<file path="src/rtl/mac_pe_if.sv">
// Bus bundle between a mac_pe and its neighbours / array controller.
// master drives operands and weight control; slave is the PE itself.
interface mac_pe_if #(
    parameter int PIX_W = 8,
    parameter int WGT_W = 8,
    parameter int ACC_W = 18
);
    logic             mode;
    logic             wgt_load;
    logic             wgt_swap;
    logic [WGT_W-1:0] wgt_in;
    logic             in_valid;
    logic             in_last;
    logic [PIX_W-1:0] pixel_in;
    logic [ACC_W-1:0] sum_in;
    logic [PIX_W-1:0] pixel_out;
    logic             pix_valid_out;
    logic [ACC_W-1:0] sum_out;
    logic             out_valid;
    logic             sat_flag;

    modport master (
        output mode, wgt_load, wgt_swap, wgt_in, in_valid, in_last, pixel_in, sum_in,
        input  pixel_out, pix_valid_out, sum_out, out_valid, sat_flag
    );

    modport slave (
        input  mode, wgt_load, wgt_swap, wgt_in, in_valid, in_last, pixel_in, sum_in,
        output pixel_out, pix_valid_out, sum_out, out_valid, sat_flag
    );
endinterface

</file>
<file path="src/rtl/mac_pe.sv">
// Multiply-accumulate processing element: chain mode (prod + sum_in) or
// local output-stationary accumulation, saturating, with a double-buffered
// stationary weight and one-cycle pixel forwarding for systolic tiling.
module mac_pe #(
    parameter int PIX_W      = 8,
    parameter int WGT_W      = 8,
    parameter int ACC_W      = 18,
    parameter bit PIX_SIGNED = 1'b0
) (
    input logic   clk,
    input logic   rst,
    mac_pe_if.slave bus
);
    localparam int PROD_W = PIX_W + WGT_W + 1;
    // Wide enough for either operand plus one carry bit; equals ACC_W+1
    // whenever the accumulator is at least as wide as the product.
    localparam int SUM_W  = ((ACC_W > PROD_W) ? ACC_W : PROD_W) + 1;

    localparam logic signed [ACC_W-1:0] ACC_MAX = {1'b0, {(ACC_W-1){1'b1}}};
    localparam logic signed [ACC_W-1:0] ACC_MIN = {1'b1, {(ACC_W-1){1'b0}}};

    typedef enum logic {
        MODE_CHAIN = 1'b0,
        MODE_ACC   = 1'b1
    } mode_e;

    logic signed [WGT_W-1:0] wgt_act_q, wgt_act_d;
    logic signed [WGT_W-1:0] wgt_shd_q, wgt_shd_d;
    logic signed [ACC_W-1:0] acc_q, acc_d;
    logic signed [ACC_W-1:0] sum_q, sum_d;
    logic [PIX_W-1:0]        pix_q, pix_d;
    logic                    pixv_q, pixv_d;
    logic                    ov_q, ov_d;
    logic                    sat_q, sat_d;

    mode_e                    mode_s;
    logic signed [PIX_W:0]    pix_ext;
    logic signed [PROD_W-1:0] pix_x;
    logic signed [PROD_W-1:0] wgt_x;
    logic signed [PROD_W-1:0] prod;
    logic signed [ACC_W-1:0]  base;
    logic signed [SUM_W-1:0]  sum_full;
    logic signed [ACC_W-1:0]  clamped;
    logic                     sat_now;

    // Datapath: extend pixel, full-precision product, widened sum, clamp.
    always_comb begin
        mode_s   = mode_e'(bus.mode);
        pix_ext  = {(PIX_SIGNED ? bus.pixel_in[PIX_W-1] : 1'b0), bus.pixel_in};
        pix_x    = PROD_W'(pix_ext);
        wgt_x    = PROD_W'(wgt_act_q);
        prod     = pix_x * wgt_x;
        base     = (mode_s == MODE_ACC) ? acc_q : $signed(bus.sum_in);
        sum_full = SUM_W'(base) + SUM_W'(prod);
        sat_now  = 1'b0;
        if (sum_full > SUM_W'(ACC_MAX)) begin
            clamped = ACC_MAX;
            sat_now = 1'b1;
        end else if (sum_full < SUM_W'(ACC_MIN)) begin
            clamped = ACC_MIN;
            sat_now = 1'b1;
        end else begin
            clamped = ACC_W'(sum_full);
        end
    end

    // Next-state: weight buffers, pixel forward, mode-dependent result/accumulator.
    always_comb begin
        wgt_shd_d = bus.wgt_load ? $signed(bus.wgt_in) : wgt_shd_q;
        wgt_act_d = bus.wgt_swap ? wgt_shd_q : wgt_act_q;
        pix_d     = bus.pixel_in;
        pixv_d    = bus.in_valid;
        acc_d     = acc_q;
        sum_d     = sum_q;
        ov_d      = 1'b0;
        sat_d     = sat_q;
        if (bus.in_valid) begin
            sat_d = sat_q | sat_now;
            unique case (mode_s)
                MODE_CHAIN: begin
                    // A chain beat abandons any partial local window.
                    sum_d = clamped;
                    ov_d  = 1'b1;
                    acc_d = '0;
                end
                MODE_ACC: begin
                    if (bus.in_last) begin
                        sum_d = clamped;
                        ov_d  = 1'b1;
                        acc_d = '0;
                    end else begin
                        acc_d = clamped;
                    end
                end
                default: ;
            endcase
        end
    end

    // State register with synchronous reset.
    always_ff @(posedge clk) begin
        if (rst) begin
            wgt_act_q <= '0;
            wgt_shd_q <= '0;
            acc_q     <= '0;
            sum_q     <= '0;
            pix_q     <= '0;
            pixv_q    <= 1'b0;
            ov_q      <= 1'b0;
            sat_q     <= 1'b0;
        end else begin
            wgt_act_q <= wgt_act_d;
            wgt_shd_q <= wgt_shd_d;
            acc_q     <= acc_d;
            sum_q     <= sum_d;
            pix_q     <= pix_d;
            pixv_q    <= pixv_d;
            ov_q      <= ov_d;
            sat_q     <= sat_d;
        end
    end

    assign bus.pixel_out     = pix_q;
    assign bus.pix_valid_out = pixv_q;
    assign bus.sum_out       = sum_q;
    assign bus.out_valid     = ov_q;
    assign bus.sat_flag      = sat_q;
endmodule
</file>
<file path="src/flat_wrapper.sv">
// flat-port wrapper written by rule: the top's interface ports become plain ports
module mac_pe_flat 
#(
    parameter int PIX_W      = 8,
    parameter int WGT_W      = 8,
    parameter int ACC_W      = 18,
    parameter bit PIX_SIGNED = 1'b0
)
  (clk, rst, bus_mode, bus_wgt_load, bus_wgt_swap, bus_wgt_in, bus_in_valid, bus_in_last, bus_pixel_in, bus_sum_in, bus_pixel_out, bus_pix_valid_out, bus_sum_out, bus_out_valid, bus_sat_flag);
  mac_pe_if #(.PIX_W(PIX_W), .WGT_W(WGT_W), .ACC_W(ACC_W)) bus_i ();
  input logic clk;
  input logic rst;
  input wire logic [$bits(bus_i.mode)-1:0] bus_mode;
  input wire logic [$bits(bus_i.wgt_load)-1:0] bus_wgt_load;
  input wire logic [$bits(bus_i.wgt_swap)-1:0] bus_wgt_swap;
  input wire logic [$bits(bus_i.wgt_in)-1:0] bus_wgt_in;
  input wire logic [$bits(bus_i.in_valid)-1:0] bus_in_valid;
  input wire logic [$bits(bus_i.in_last)-1:0] bus_in_last;
  input wire logic [$bits(bus_i.pixel_in)-1:0] bus_pixel_in;
  input wire logic [$bits(bus_i.sum_in)-1:0] bus_sum_in;
  output wire logic [$bits(bus_i.pixel_out)-1:0] bus_pixel_out;
  output wire logic [$bits(bus_i.pix_valid_out)-1:0] bus_pix_valid_out;
  output wire logic [$bits(bus_i.sum_out)-1:0] bus_sum_out;
  output wire logic [$bits(bus_i.out_valid)-1:0] bus_out_valid;
  output wire logic [$bits(bus_i.sat_flag)-1:0] bus_sat_flag;
  assign bus_i.mode = bus_mode;
  assign bus_i.wgt_load = bus_wgt_load;
  assign bus_i.wgt_swap = bus_wgt_swap;
  assign bus_i.wgt_in = bus_wgt_in;
  assign bus_i.in_valid = bus_in_valid;
  assign bus_i.in_last = bus_in_last;
  assign bus_i.pixel_in = bus_pixel_in;
  assign bus_i.sum_in = bus_sum_in;
  assign bus_pixel_out = bus_i.pixel_out;
  assign bus_pix_valid_out = bus_i.pix_valid_out;
  assign bus_sum_out = bus_i.sum_out;
  assign bus_out_valid = bus_i.out_valid;
  assign bus_sat_flag = bus_i.sat_flag;
  mac_pe #(.PIX_W(PIX_W), .WGT_W(WGT_W), .ACC_W(ACC_W), .PIX_SIGNED(PIX_SIGNED)) u_core (.clk(clk), .rst(rst), .bus(bus_i));
endmodule
</file>
<file path="config.mk">
export PLATFORM = sky130hd
export DESIGN_NAME = mac_pe_flat
export DESIGN_NICKNAME = d
export VERILOG_FILES = /design/src/rtl/mac_pe_if.sv /design/src/rtl/mac_pe.sv /design/src/flat_wrapper.sv
export SDC_FILE = /design/constraint.sdc
export NUM_CORES = 1
export LEC_CHECK = 0
export CORE_ASPECT_RATIO = 2
export CORE_UTILIZATION = 45
export DETAILED_ROUTE_END_ITERATION = 6
export PLACE_DENSITY = 0.67
export SLEW_MARGIN = 20
export SYNTH_ARGS = -nofsm -noshare
export SYNTH_HDL_FRONTEND = slang
export SYNTH_SLANG_ARGS = --single-unit
export TNS_END_PERCENT = 30
</file>
<file path="constraint.sdc">
create_clock -name clk -period 9.4 [get_ports clk]
set_input_delay 2.35 -clock clk [delete_from_list [all_inputs] [get_ports clk]]
set_output_delay 2.35 -clock clk [all_outputs]
set_load 0.02 [all_outputs]
</file>
==> impl.org, run 1 <==
** Outcome
- The run finished with clean final reports.

** Clock tree
- Maximum buffer depth of the clock tree :: 2
- After clock tree synthesis, the clock-pin slew on the worst setup and hold paths is 0.05 ns.
- The tree is rooted in a sky130_fd_sc_hd__clkbuf_16.
- Number of gates resized after CTS :: 0
- CTS built an H-tree with a depth of 3.
- In this run the post-CTS setup repair buffer count came out at 0.
- CTS saw 63 sinks.
- At the later pin of the worst-skew pair, clock insertion delay measures 0.33 ns.
- Number of buffers created by CTS :: 9
- Buffers inserted to repair hold after CTS numbered 0.
- TritonCTS built the clock tree.

** Synthesis
- Post-Synthesis Net Count :: 732
- The synthesized design contains 0 enable-type register cells.
- Largest area contributor in the netlist :: sky130_fd_sc_hd__dfxtp_1
- Cell count after synthesis :: 584
- In the post-synthesis netlist, the biggest area contributors are sky130_fd_sc_hd__dfxtp_1 (24%), sky130_fd_sc_hd__fa_1 (20%), sky130_fd_sc_hd__ha_1 (13%), sky130_fd_sc_hd__mux2i_1 (5.0%), sky130_fd_sc_hd__inv_1 (4.6%).
- Sequential share of the synthesized area :: 0.2356
- FFs w/ async S/R, synth :: 0
- The share of synthesized area in the top cell type comes to 0.2356.
- Count of distinct cell types in the synthesized netlist :: 44
- Warning count from the yosys run :: 0
- Most instantiated flip-flop cell in the synthesis netlist :: sky130_fd_sc_hd__dfxtp_1
- Area of the mapped netlist :: roughly 0.0054 mm^2
- Averaged over all synthesized cells, the footprint is 9.168 um^2.
- In this run, synthesis produced a sequential element count of between 60 and 70.

** GRT
- First-pass GRT wire length :: 20300 um
- Entering global routing, the biggest net connects 64 pins.
- Vias in the first global route :: between 4000 and 5000
- Residual overflow from global routing :: 0
- The number of antenna violations at the first check in global routing came to 0.
- All-Layer GR Usage :: 0.2132

** Drt
- The first routing iteration left roughly 120 violations.
- Number of antenna-violating nets in the routed design :: 0
- After detailed routing, the average wire length per cell comes to 15.63 um.
- The routed design has ~12000 um of wire.
- After detailed routing, the number of remaining DRC violations is 0.
- Router iterations before antenna repair :: 5
- In the routed layout, each cell is associated on average with a via count of roughly 5.4.
- Total via count in the routed design :: 4270

** Critical path
- Along the worst path, the maximum fanout reaches 30.
- Arrival time at the worst endpoint :: approximately 8.5 ns
- Endpoint required time on the critical path :: 9.63 ns
- By startpoint and endpoint, the worst setup path is classified as in2reg.
- Capturing element type of the critical path :: flop
- The worst setup path is launched from a primary input.

** Timing
- Final critical delay including setup and external delays :: 8.244 ns
- Relative slew slack :: 0.2786
- Setup repair after global routing left no endpoint under its margin.
- Post-route clock skew :: 0.005471 ns
- The count of pins over their slew limit was 0.
- Transition time at the pin with the least slew margin :: 1.081 ns
- Final worst setup slack :: 1.156 ns
- Summed over all failing endpoints, the final setup total negative slack is 0 ns.
- The count of endpoints failing hold in the final timing report came to 0.
- The tightest hold path in the finished design has a slack of 0.4505 ns.
- Setup violations remaining at the end of the flow were counted as 0.
- Highest clock frequency the design can meet :: 121.3 MHz
- Share of the clock period used by the worst path :: 0.8771

** Hold path
- The min-delay analysis places its worst path in the category reg2reg.

** Power
- Peak VDD IR :: 95.84 uV
- Leakage :: roughly 3 nW
- The design draws 852.1 uW.
- Power density cells :: between 100 and 150 mW/mm^2

** Placed design
- The HPWL after detailed placement is between 10000 and 15000 um.
- Final weighted congestion in routability-driven placement :: 0.8670
- Including well taps, the total number of placed cells is 770.
- In this run the cell area measured after placement is between 0.006 and 0.007 mm^2.
- Worst slack after detailed placement :: 0.4612 ns
- Number of port buffers :: a little under 70

** Final layout
- Final core utilization :: 0.5540
- Layout Cells excl Fill :: 786
- The net count of the finished layout is approximately 800.
- Of the cells placed in the final design, the portion with a size suffix greater than 1 is 0.06084.
- 0 antenna diodes ended up in the layout.
- From synthesis to final layout, the design area changed by 20.36%.
- After filler insertion, the fill cell instance count of the layout stands at 1062.
- After routing the design area is 0.006444 mm^2.

** Floorplanning
- Die height :: 156.3 um
- Placement Rows :: 56
- The die covers 0.01236 mm^2.
- From left edge to right edge, the die measures 79.13 um.
- The region available for standard cell placement spans 0.01163 mm^2.
- The initial utilization of the core area, before any placement, comes to 0.4603.
- Number of ports placed on the die boundary :: 70

** Job
- Across the run, the number of max-cap violations was 0.
==> cell usage after synthesis, drive strengths merged (5+ instances only) <==
library cell and n:
and2 31, inv 66, a221oi 18, nand2 58, buf 7, a211oi 24, dfxtp 63, nand2b 5
clkbuf 27, a21oi 22, mux2i 27, xnor2 7, nor3 14, fa 53, nor2b 14, nor2 41
a311oi 5, ha 54, mux2 8
==> worst max-delay path: stages <==
cell                              delay, ns
sky130_fd_sc_hd__clkdlybuf4s50_1       0.68
sky130_fd_sc_hd__buf_4                 0.28
sky130_fd_sc_hd__mux2_2                0.37
sky130_fd_sc_hd__ha_1                  0.32
sky130_fd_sc_hd__fa_1                  0.52
sky130_fd_sc_hd__fa_1                  0.44
sky130_fd_sc_hd__fa_1                  0.49
sky130_fd_sc_hd__ha_1                  0.31
sky130_fd_sc_hd__ha_1                  0.36
sky130_fd_sc_hd__a21o_1                0.23
sky130_fd_sc_hd__a221oi_2              0.35
sky130_fd_sc_hd__o21ai_2               0.14
sky130_fd_sc_hd__o31a_1                0.38
sky130_fd_sc_hd__o22ai_4               0.61
sky130_fd_sc_hd__o21ai_0               0.29
sky130_fd_sc_hd__a221oi_1              0.34
==> flip-flops by register name, summed over array words and instances (netlist names) <==
| signal | flops |
|---|---|
| u_core.bus.sum_out | 18 |
| u_core.bus.pixel_out | 8 |
| u_core.wgt_shd_q | 8 |
| u_core.bus.sat_flag | 1 |
| u_core.acc_q | 18 |
| u_core.wgt_act_q | 8 |
| u_core.bus.pix_valid_out | 1 |
| u_core.bus.out_valid | 1 |
==> placed cells by master (no fill, tap or decap), drive strengths merged, types with 7 or more instances in the layout <==
cell / count
buf: 7
clkdlybuf4s50: 68
ha: 54
a211oi: 24
nor2: 41
a21oi: 22
mux2: 8
nor3: 14
xnor2: 7
fa: 53
mux2i: 27
inv: 66
nor2b: 14
nand2: 58
dfxtp: 63
a221oi: 18
clkbuf: 10
and2: 31
==> layout make-up <==
cell class	count	area [um^2]	share of cell area
Multi-Input combinational cell	421	3730	0.5788
Sequential cell	63	1261	0.1957
Timing Repair Buffer	75	733.2	0.1138
Inverter	66	247.7	0.03845
Clock buffer	10	229.0	0.03553
Tap cell	145	181.4	0.02816
Clock inverter	6	61.31	0.009515
==> power breakdown <==
| part | leakage [nW] | internal [mW] | switching (mW) |
|---|---|---|---|
| Sequential | 0.517 | 0.283 | 0.0108 |
| Combinational | 2.31 | 0.106 | 0.130 |
| Clock | 0.142 | 0.204 | 0.119 |
==> metal layers <==
metal | vias up | part of all wire | GRT usage
met5 | - | 0 | 0
met4 | 0 | 0.049 | 0.1342
met3 | 34 | 0.029 | 0.03324
met2 | 100 | 0.55 | 0.3957
met1 | 2067 | 0.37 | 0.2149
li1 | 2069 | - | -
==> worst paths after layout <==
path / start / end / slack (ns) / cells after the start
worst min-delay path: u_core.bus.sat_flag$_SDFFE_PP0P_ / u_core.bus.sat_flag$_SDFFE_PP0P_ / 0.45 / 2
worst max register to register: u_core.wgt_act_q[7]$_SDFFE_PP0P_ / u_core.acc_q[15]$_SDFFE_PP0P_ / 3.10 / 15
worst max-delay path: bus_mode / u_core.acc_q[15]$_SDFFE_PP0P_ / 1.16 / 16
worst min register to register: u_core.bus.sat_flag$_SDFFE_PP0P_ / u_core.bus.sat_flag$_SDFFE_PP0P_ / 0.45 / 2
==> cells by family after synthesis <==
family,Yosys count,synth area share
multiplexers,35,0.06731
flip-flops,63,0.2356
AND/OR/NAND/NOR,178,0.1601
adder cells (fa/ha/maj),107,0.3244
AO/OA/AOI/OAI,91,0.1243
XOR/XNOR,10,0.01636
buffers and inverters,100,0.07198
Power figures use the tool's default switching activity.
==> run 2: changes to the inputs <==
Settings changed: DONT_BUFFER_PORTS set to 1, PLACE_DENSITY 0.67 to not set.
==> impl.org, run 2 (synthesized netlist as in run 1, its figures left out) <==
** Outcome
- Outcome: finished, final reports clean (unchanged).

** Final layout
- Fin area :: 0.005727 mm^2 (was 0.006444 mm^2)
- Fill count :: 1166 (was 1062)
- The area of all sequential standard cells was 0.001261 mm^2 (unchanged).
- The proportion of layout cells with a drive suffix above 1 was 0.05986 (was 0.06084).
- Final core utilization :: 0.4924 (was 0.5540)
- Antenna fix cells :: 0 (unchanged)
- Area overhead of the layout relative to synthesis :: 6.964% (was 20.36%)
- Fin nets :: 711 (was 784)
- The total area of multi-input combinational cells is 0.003722 mm^2 (was 0.003730 mm^2).
- Commonest non-fill, non-tap cells in the layout :: sky130_fd_sc_hd__inv_1 (65), sky130_fd_sc_hd__dfxtp_1 (63), sky130_fd_sc_hd__nand2_1 (58) (was sky130_fd_sc_hd__clkdlybuf4s50_1 (68), sky130_fd_sc_hd__inv_1 (66), sky130_fd_sc_hd__dfxtp_1 (63))
- Most common library cell in the layout ignoring fill and taps :: sky130_fd_sc_hd__inv_1 (was sky130_fd_sc_hd__clkdlybuf4s50_1)

** Timing
- The max-slew headroom at the worst pin is 0.3443 (was 0.2786).
- Setup repair after global routing missed its margin: no (unchanged).
- The setup TNS came to 0 ns (unchanged).
- The number of setup violations in the final report came to 0 (unchanged).
- The final clock skew is 0.009902 ns (was 0.005471 ns).
- The transition time of the tightest slew-check pin came to 0.9776 ns (was 1.081 ns).
- The count of endpoints failing hold in the final timing report came to 0 (unchanged).
- Final critical delay including setup and external delays :: 7.553 ns (was 8.244 ns)
- Highest clock frequency the design can meet :: 132.4 MHz (was 121.3 MHz)
- The post-route clock period utilization was 0.8035 (was 0.8771).
- The count of pins over their slew limit came to 0 (unchanged).

** Floorplanning
- The chip width is 79.13 um (unchanged).
- Floorplan core area :: 0.01163 mm^2 (unchanged)
- Area of the die :: 0.01236 mm^2 (unchanged)
- The number of top-level design ports came to 70 (unchanged).
- The standard-cell row count is 56 (unchanged).
- The vertical extent of the die came to 156.3 um (unchanged).
- The initial core utilization is 0.4603 (unchanged).

** GRT
- Maximum number of pins on one net before global-route repair :: 64 (unchanged)
- Vias in the first global route :: 4126 (was 4361)
- All-Layer GR Usage :: 0.2115 (was 0.2132)
- First-pass GRT wire length :: 20180 um (was 20300 um)
- Number of antenna violations at the first check in global routing :: 0 (unchanged)
- Residual overflow from global routing :: 0 (unchanged)

** Hold path
- Worst min path class :: reg2reg (unchanged)
- Number of cells traversed by the worst hold path :: 2 (unchanged)
- Startpoint of the lowest-slack hold path :: u_core.acc_q[17]$_SDFFE_PP0P_ (was u_core.bus.sat_flag$_SDFFE_PP0P_)
- Worst Hold Path EP :: u_core.acc_q[17]$_SDFFE_PP0P_ (was u_core.bus.sat_flag$_SDFFE_PP0P_)

** Clock tree
- Clock net sink count :: 63 (unchanged)
- Clock latency at the later pin of the worst-skew pair :: 0.33 ns (about the same)
- Clk pin slew, worst setup/hold paths :: 0.06 ns (was 0.05 ns)
- Number of buffers created by CTS :: 9 (unchanged)
- The TritonCTS clock tree is built (unchanged).
- H-tree levels :: 3 (unchanged)
- The number of cells upsized or downsized after cts is 0 (unchanged).
- The root buffer selected by CTS is sky130_fd_sc_hd__clkbuf_16 (unchanged).
- CTS Hold Bufs :: 0 (unchanged)
- The count of buffers added by post-CTS timing repair for setup is 0 (unchanged).
- Maximum buffer depth of the clock tree :: 2 (unchanged)

** Drt
- The detailed-route wire length per cell is 16.94 um (was 15.63 um).
- The DRC violation count after routing was 0 (unchanged).
- Total via count in the routed design :: 3988 (was 4270)
- The first-pass iteration count of the detailed router is 4 (was 5).
- Total routed wirelength :: 12080 um (was 12280 um)
- The initial detailed-routing violation count came to 188 (was 122).
- Vias per cell :: 5.593 (was 5.433)
- Number of antenna-violating nets in the routed design :: 0 (unchanged)

** Placed design
- The post-place instance area came to 0.005428 mm^2 (was 0.006143 mm^2).
- The quantity of I/O buffers inserted on ports came to 0 (was 69).
- The detailed-placement wirelength estimate is 9656 um (was 10060 um).
- Final weighted congestion in routability-driven placement :: 0.8761 (was 0.8670)

** Critical path
- R2r startpoint :: u_core.wgt_act_q[7]$_SDFFE_PP0P_ (unchanged)
- Maximum fanout along the worst path :: 30 (unchanged)
- Critical path launch point type :: primary input (unchanged)
- WS Path Type :: in2reg (unchanged)
- The depth of the most critical reg-to-reg path came to 16 (was 15).
- The nature of the critical path endpoint is a flop (unchanged).
- The required time at the worst-slack endpoint is 9.59 ns (was 9.63 ns).
- Arrival time at the worst endpoint :: 7.75 ns (was 8.47 ns)
- Reg2Reg Setup Slack :: 3.14 ns (was 3.10 ns)
- Reg-to-reg endpoint :: u_core.acc_q[3]$_SDFFE_PP0P_ (was u_core.acc_q[15]$_SDFFE_PP0P_)

** Power
- The maximum vdd drop was 112.9 uV (was 95.84 uV).
- The total power per unit cell area came to 143.5 mW/mm^2 (was 132.2 mW/mm^2).
- The static leakage was 2.693 nW (was 2.972 nW).

** Job
- The count of maximum capacitance violations was 0 (unchanged).
[run 2: cell count changes in the layout (fill, tap and decap cells not counted), sizes merged]
cell,change
buf,-5
clkbuf,+1
clkinv,-1
clkdlybuf4s50,-68
[run 2: layout make-up]
type / count / share of cell area
clock inverter: 5 / 0.009832
multi-input combinational: 421 / 0.6500
sequential: 63 / 0.2202
clock buffer: 11 / 0.04239
inverter: 66 / 0.04326
tap: 145 / 0.03168
timing repair buffer: 2 / 0.002622
[run 2: how the worst max path moves through the flow]
stage / to / start / slack (ns)
2_1_floorplan: u_core.bus.sat_flag$_SDFFE_PP0P_ / bus_mode / 1.30
3_3_place_gp: u_core.acc_q[3]$_SDFFE_PP0P_ / bus_pixel_in[0] / 1.72
3_5_place_dp: u_core.acc_q[3]$_SDFFE_PP0P_ / bus_pixel_in[0] / 1.50
4_1_cts: u_core.acc_q[5]$_SDFFE_PP0P_ / bus_pixel_in[0] / 1.85
5_1_grt: u_core.acc_q[3]$_SDFFE_PP0P_ / bus_pixel_in[0] / 1.60
6_report: u_core.acc_q[3]$_SDFFE_PP0P_ / bus_pixel_in[0] / 1.85
[run 2: metrics by stage]
| stage | setup slack, ns | power, mW | instances | hold WS (ns) |
|---|---|---|---|---|
| 6_report | 1.847 | 0.8218 | 713 | 0.4594 |
| 5_1_grt | 1.604 | 0.8722 | 713 | 0.4907 |
| 4_1_cts | 1.854 | 0.8315 | 713 | 0.4592 |
| 3_5_place_dp | 1.499 | 0.4882 | 697 | 0.4514 |
| 3_3_place_gp | 1.716 | 0.4822 | 697 | 0.4484 |
| 2_1_floorplan | 1.297 | 0.4586 | 584 | 0.4419 |
[run 2: metal layers]
| layer | vias to the layer above | share of wire | track usage |
|---|---|---|---|
| met5 | - | 0 | 0 |
| met3 | 11 | 0.032 | 0.03557 |
| met4 | 0 | 0.013 | 0.07532 |
| met2 | 78 | 0.58 | 0.4015 |
| li1 | 1921 | - | - |
| met1 | 1978 | 0.38 | 0.2280 |
[run 2: where the power goes]
part	switching, mW	leakage (nW)	total [mW]	internal, mW
sequential	0.0241	0.517	0.307	0.283
clock	0.128	0.146	0.340	0.213
combinational	0.0994	2.03	0.175	0.0752
[run 2: critical path, stage by stage]
cell and delay [ns]:
sky130_fd_sc_hd__nand2b_1 0.15, sky130_fd_sc_hd__fa_1 0.53, sky130_fd_sc_hd__fa_1 0.54, sky130_fd_sc_hd__inv_1 0.05
sky130_fd_sc_hd__fa_1 0.51, sky130_fd_sc_hd__fa_1 0.58, sky130_fd_sc_hd__fa_1 0.42, sky130_fd_sc_hd__ha_1 0.38
sky130_fd_sc_hd__and3_1 0.20, sky130_fd_sc_hd__a221oi_2 0.40, sky130_fd_sc_hd__o21ai_2 0.15, sky130_fd_sc_hd__o41ai_2 0.63
sky130_fd_sc_hd__o22ai_2 0.17, sky130_fd_sc_hd__buf_4 0.26, sky130_fd_sc_hd__a221oi_1 0.30, sky130_fd_sc_hd__a211oi_1 0.10
==> run 3: changes to the inputs <==
Clock period 9.4 ns to 7.4 ns, I/O delays scaled along.
==> impl.org, run 3 (synthesized netlist as in run 1, its figures left out) <==
** Timing
- The final clock skew came to 0.009352 ns (was 0.009902 ns).
- Number of max-slew violations in the final report :: 0 (unchanged)
- After layout, the minimum clock period comes to 6.802 ns.
- The final setup slack of the worst path was 0.5981 ns (was 1.847 ns).
- Final number of setup-violating endpoints :: 0 (unchanged)
- Dividing the final minimum period by the clock period gives 0.9192.
- Setup repair after global routing missed its margin :: no (unchanged)
- The setup TNS came to 0 ns (unchanged).
- Highest clock frequency the design can meet :: 147.0 MHz
- The transition time of the tightest slew-check pin came to 1.036 ns (was 0.9776 ns).
- The count of endpoints failing hold in the final timing report was 0 (unchanged).
- Relative slew slack :: 0.3051 (was 0.3443)

** GRT
- Maximum number of pins on one net before global-route repair :: 64 (unchanged)
- The total global-route track usage is 0.2110 (was 0.2115).
- Number of antenna violations at the first check in global routing :: 0 (unchanged)
- First-pass GRT wire length :: 20110 um (was 20180 um)
- Residual overflow from global routing :: 0 (unchanged)
- The via count of the first global-routing pass is 4139 (was 4126).

** Power
- Internal cell power :: 729.2 uW (was 570.5 uW)
- Share of power burned in the clock network :: 0.414 (about the same)
- The static leakage came to 2.713 nW (was 2.693 nW).
- The proportion of power drawn by combinational gates was 0.215 (was 0.212).
- The fraction of power consumed by sequential logic is 0.371 (was 0.373).
- The switching power share of the total is 0.3060 (was 0.3058).
- The maximum vdd drop came to 178.1 uV (was 112.9 uV).
- The total power per unit cell area came to 182.1 mW/mm^2 (was 143.5 mW/mm^2).
- The switching power was 321.5 uW (was 251.3 uW).

** Drt
- Number of antenna-violating nets in the routed design :: 0 (unchanged)
- The first-pass iteration count of the detailed router was 6 (was 4).
- The DRC violation count after routing came to 0 (unchanged).
- The number of vias in the routed layout came to 3974 (was 3988).
- Initial DRC Count :: 141 (was 188)
- The detailed-route wire length per cell came to 17.01 um (was 16.94 um).
- The final wirelength is 12180 um (was 12080 um).
- Vias per cell :: 5.550 (was 5.593)

** Critical path
- The nature of the critical path endpoint was a flop (unchanged).
- The depth of the most critical reg-to-reg path is 14 (was 16).
- Cell with the largest stage delay on the worst path :: sky130_fd_sc_hd__or4_1 (was sky130_fd_sc_hd__o41ai_2)
- The data arrival time at the worst-slack endpoint is 7.03 ns (was 7.75 ns).
- Cells along the critical path: nand2b_1 > fa_1 > fa_1 > inv_1 > fa_1 > fa_1 > fa_1 > ha_1 > and3_1 > a221oi_2 > o21ai_2 > o31a_1 > or4_1 > a311oi_1 (was nand2b_1 > fa_1 > fa_1 > inv_1 > fa_1 > fa_1 > fa_1 > ha_1 > and3_1 > a221oi_2 > o21ai_2 > o41ai_2 > o22ai_2 > buf_4 > a221oi_1 > a211oi_1).
- Reg2Reg Setup Slack :: 1.37 ns (was 3.14 ns)
- The worst reg2reg path startpoint is u_core.wgt_act_q[7]$_SDFFE_PP0P_ (unchanged).
- Endpoint required time on the critical path :: 7.63 ns (was 9.59 ns)
- Maximum single-stage delay on the critical path :: 0.67 ns (was 0.63 ns)
- The cell repeated most along the worst path was sky130_fd_sc_hd__fa_1 (unchanged).
- Maximum fanout along the worst path :: 9 (was 30)
- Critical path launch point type :: primary input (unchanged)
- WS Path Type :: in2reg (unchanged)
- Reg-to-reg endpoint :: u_core.bus.sum_out[2]$_SDFFE_PP0P_ (was u_core.acc_q[3]$_SDFFE_PP0P_)

** Floorplanning
- The chip width came to 79.13 um (unchanged).
- The standard-cell row count is 56 (unchanged).
- Area of the die :: 0.01236 mm^2 (unchanged)
- Die height :: 156.3 um (unchanged)
- Starting density of the core :: 0.4603 (unchanged)
- The total core area is 0.01163 mm^2 (unchanged).
- The number of top-level design ports came to 70 (unchanged).

** Final layout
- Register cell area after layout :: 0.001261 mm^2 (unchanged)
- The growth of design area from synthesis to finish is 7.782% (was 6.964%).
- Antenna fix cells :: 0 (unchanged)
- Most common library cell in the layout ignoring fill and taps :: sky130_fd_sc_hd__inv_1 (unchanged)
- Commonest non-fill, non-tap cells in the layout :: sky130_fd_sc_hd__inv_1 (65), sky130_fd_sc_hd__dfxtp_1 (63), sky130_fd_sc_hd__nand2_1 (58) (unchanged)
- The total area of multi-input combinational cells is 0.003722 mm^2 (unchanged).
- Share of final-layout standard cells stronger than drive strength 1 :: 0.06655 (was 0.05986)
- The final net count was 714 (was 711).
- The fill cell total of the finished layout was 1158 (was 1166).

** Job
- The count of maximum capacitance violations came to 0 (unchanged).

** Clock tree
- Root Buffer Master :: sky130_fd_sc_hd__clkbuf_16 (unchanged)
- H-tree levels :: 3 (unchanged)
- The number of CTS-inserted buffers was 9 (unchanged).
- Clk pin slew, worst setup/hold paths :: 0.06 ns (about the same)
- The number of cells upsized or downsized after cts is 0 (unchanged).
- The clock network latency to the later pin of the worst-skew pair is 0.33 ns (about the same).
- The number of hold buffers added after CTS came to 0 (unchanged).
- The count of buffers added by post-CTS timing repair for setup came to 0 (unchanged).
- Maximum buffer depth of the clock tree :: 2 (unchanged)
- TritonCTS clock tree :: built (unchanged)
- The clock sink count was 63 (unchanged).

** Hold path
- The path type of the worst min-delay path is reg2reg (unchanged).
- Number of cells traversed by the worst hold path :: 2 (unchanged)
- Worst Hold Path EP :: u_core.acc_q[17]$_SDFFE_PP0P_ (unchanged)
- The hold path startpoint is u_core.acc_q[17]$_SDFFE_PP0P_ (unchanged).

** Placed design
- Half-perimeter wire length after detailed placement :: 9839 um (was 9656 um)
- Number of port buffers :: 0 (unchanged)
- Worst slack after detailed placement :: 0.2000 ns (was 1.499 ns)
- Final weighted congestion in routability-driven placement :: 0.8611 (was 0.8761)

** Outcome
- Outcome :: finished, final reports clean (unchanged)
==> run 3: changes by cell type in the layout (fill, tap and decap cells not counted) <==
cell	before	now
sky130_fd_sc_hd__buf_4	2	4
sky130_fd_sc_hd__clkinv_4	0	2
sky130_fd_sc_hd__buf_12	0	1
sky130_fd_sc_hd__clkbuf_1	1	0
sky130_fd_sc_hd__clkinv_2	2	1
==> run 3: area by class of cell <==
type | instances | share of cell area
Multi-Input combinational cell | 421 | 0.6451
Tap cell | 145 | 0.03144
Clock buffer | 10 | 0.04141
Sequential cell | 63 | 0.2186
Clock inverter | 6 | 0.01193
Timing Repair Buffer | 5 | 0.008673
Inverter | 66 | 0.04293
==> run 3: stage by stage <==
| stage | instances | power, mW | area, um^2 | hold WS, ns | utilization |
|---|---|---|---|---|---|
| final | 716 | 1.051 | 5771 | 0.4810 | 0.4961 |
| after global routing | 716 | 1.112 | 5771 | 0.4945 | 0.4961 |
| after CTS | 716 | 1.062 | 5771 | 0.4842 | 0.4961 |
| after detailed placement | 700 | 0.6243 | 5463 | 0.4762 | 0.4697 |
| after global placement | 700 | 0.6161 | 5463 | 0.4492 | 0.4697 |
| after floorplan | 584 | 0.5828 | 5358 | 0.4419 | - |
==> run 3: power groups by stage <==
stage / logic, mW / clock network, mW / registers [mW]
2_1_floorplan: 0.191 / 0 / 0.392
3_3_place_gp: 0.219 / 0 / 0.397
3_5_place_dp: 0.226 / 0 / 0.398
4_1_cts: 0.229 / 0.443 / 0.390
5_1_grt: 0.260 / 0.459 / 0.393
6_report: 0.226 / 0.435 / 0.390
==> run 3: worst max-delay path: cells and delay by family <==
kind | cells | cell delay [ns]
fa+ha+maj | 6 | 2.96
simple gates | 3 | 1.01
buf+inv | 1 | 0.05
compound gates | 4 | 1.14
==> run 3: worst max path at each step <==
stage	startpoint	end	slack [ns]	depth (start not counted)
floorplan	bus_mode	u_core.bus.sat_flag$_SDFFE_PP0P_	0.02	18
global placement	bus_pixel_in[0]	u_core.bus.sat_flag$_SDFFE_PP0P_	0.36	15
detailed placement	bus_pixel_in[0]	u_core.bus.sum_out[2]$_SDFFE_PP0P_	0.20	14
CTS	bus_pixel_in[0]	u_core.bus.sum_out[2]$_SDFFE_PP0P_	0.55	14
global route	bus_pixel_in[0]	u_core.bus.sum_out[2]$_SDFFE_PP0P_	0.35	14
finish	bus_pixel_in[0]	u_core.bus.sum_out[2]$_SDFFE_PP0P_	0.60	14
==> run 3: per-layer routing <==
metal / vias up / part of all wire / track usage
met5: - / 0 / 0
met4: 0 / 0.027 / 0.09091
met3: 19 / 0.034 / 0.03732
met2: 80 / 0.57 / 0.4035
met1: 1945 / 0.37 / 0.2169
li1: 1930 / - / -
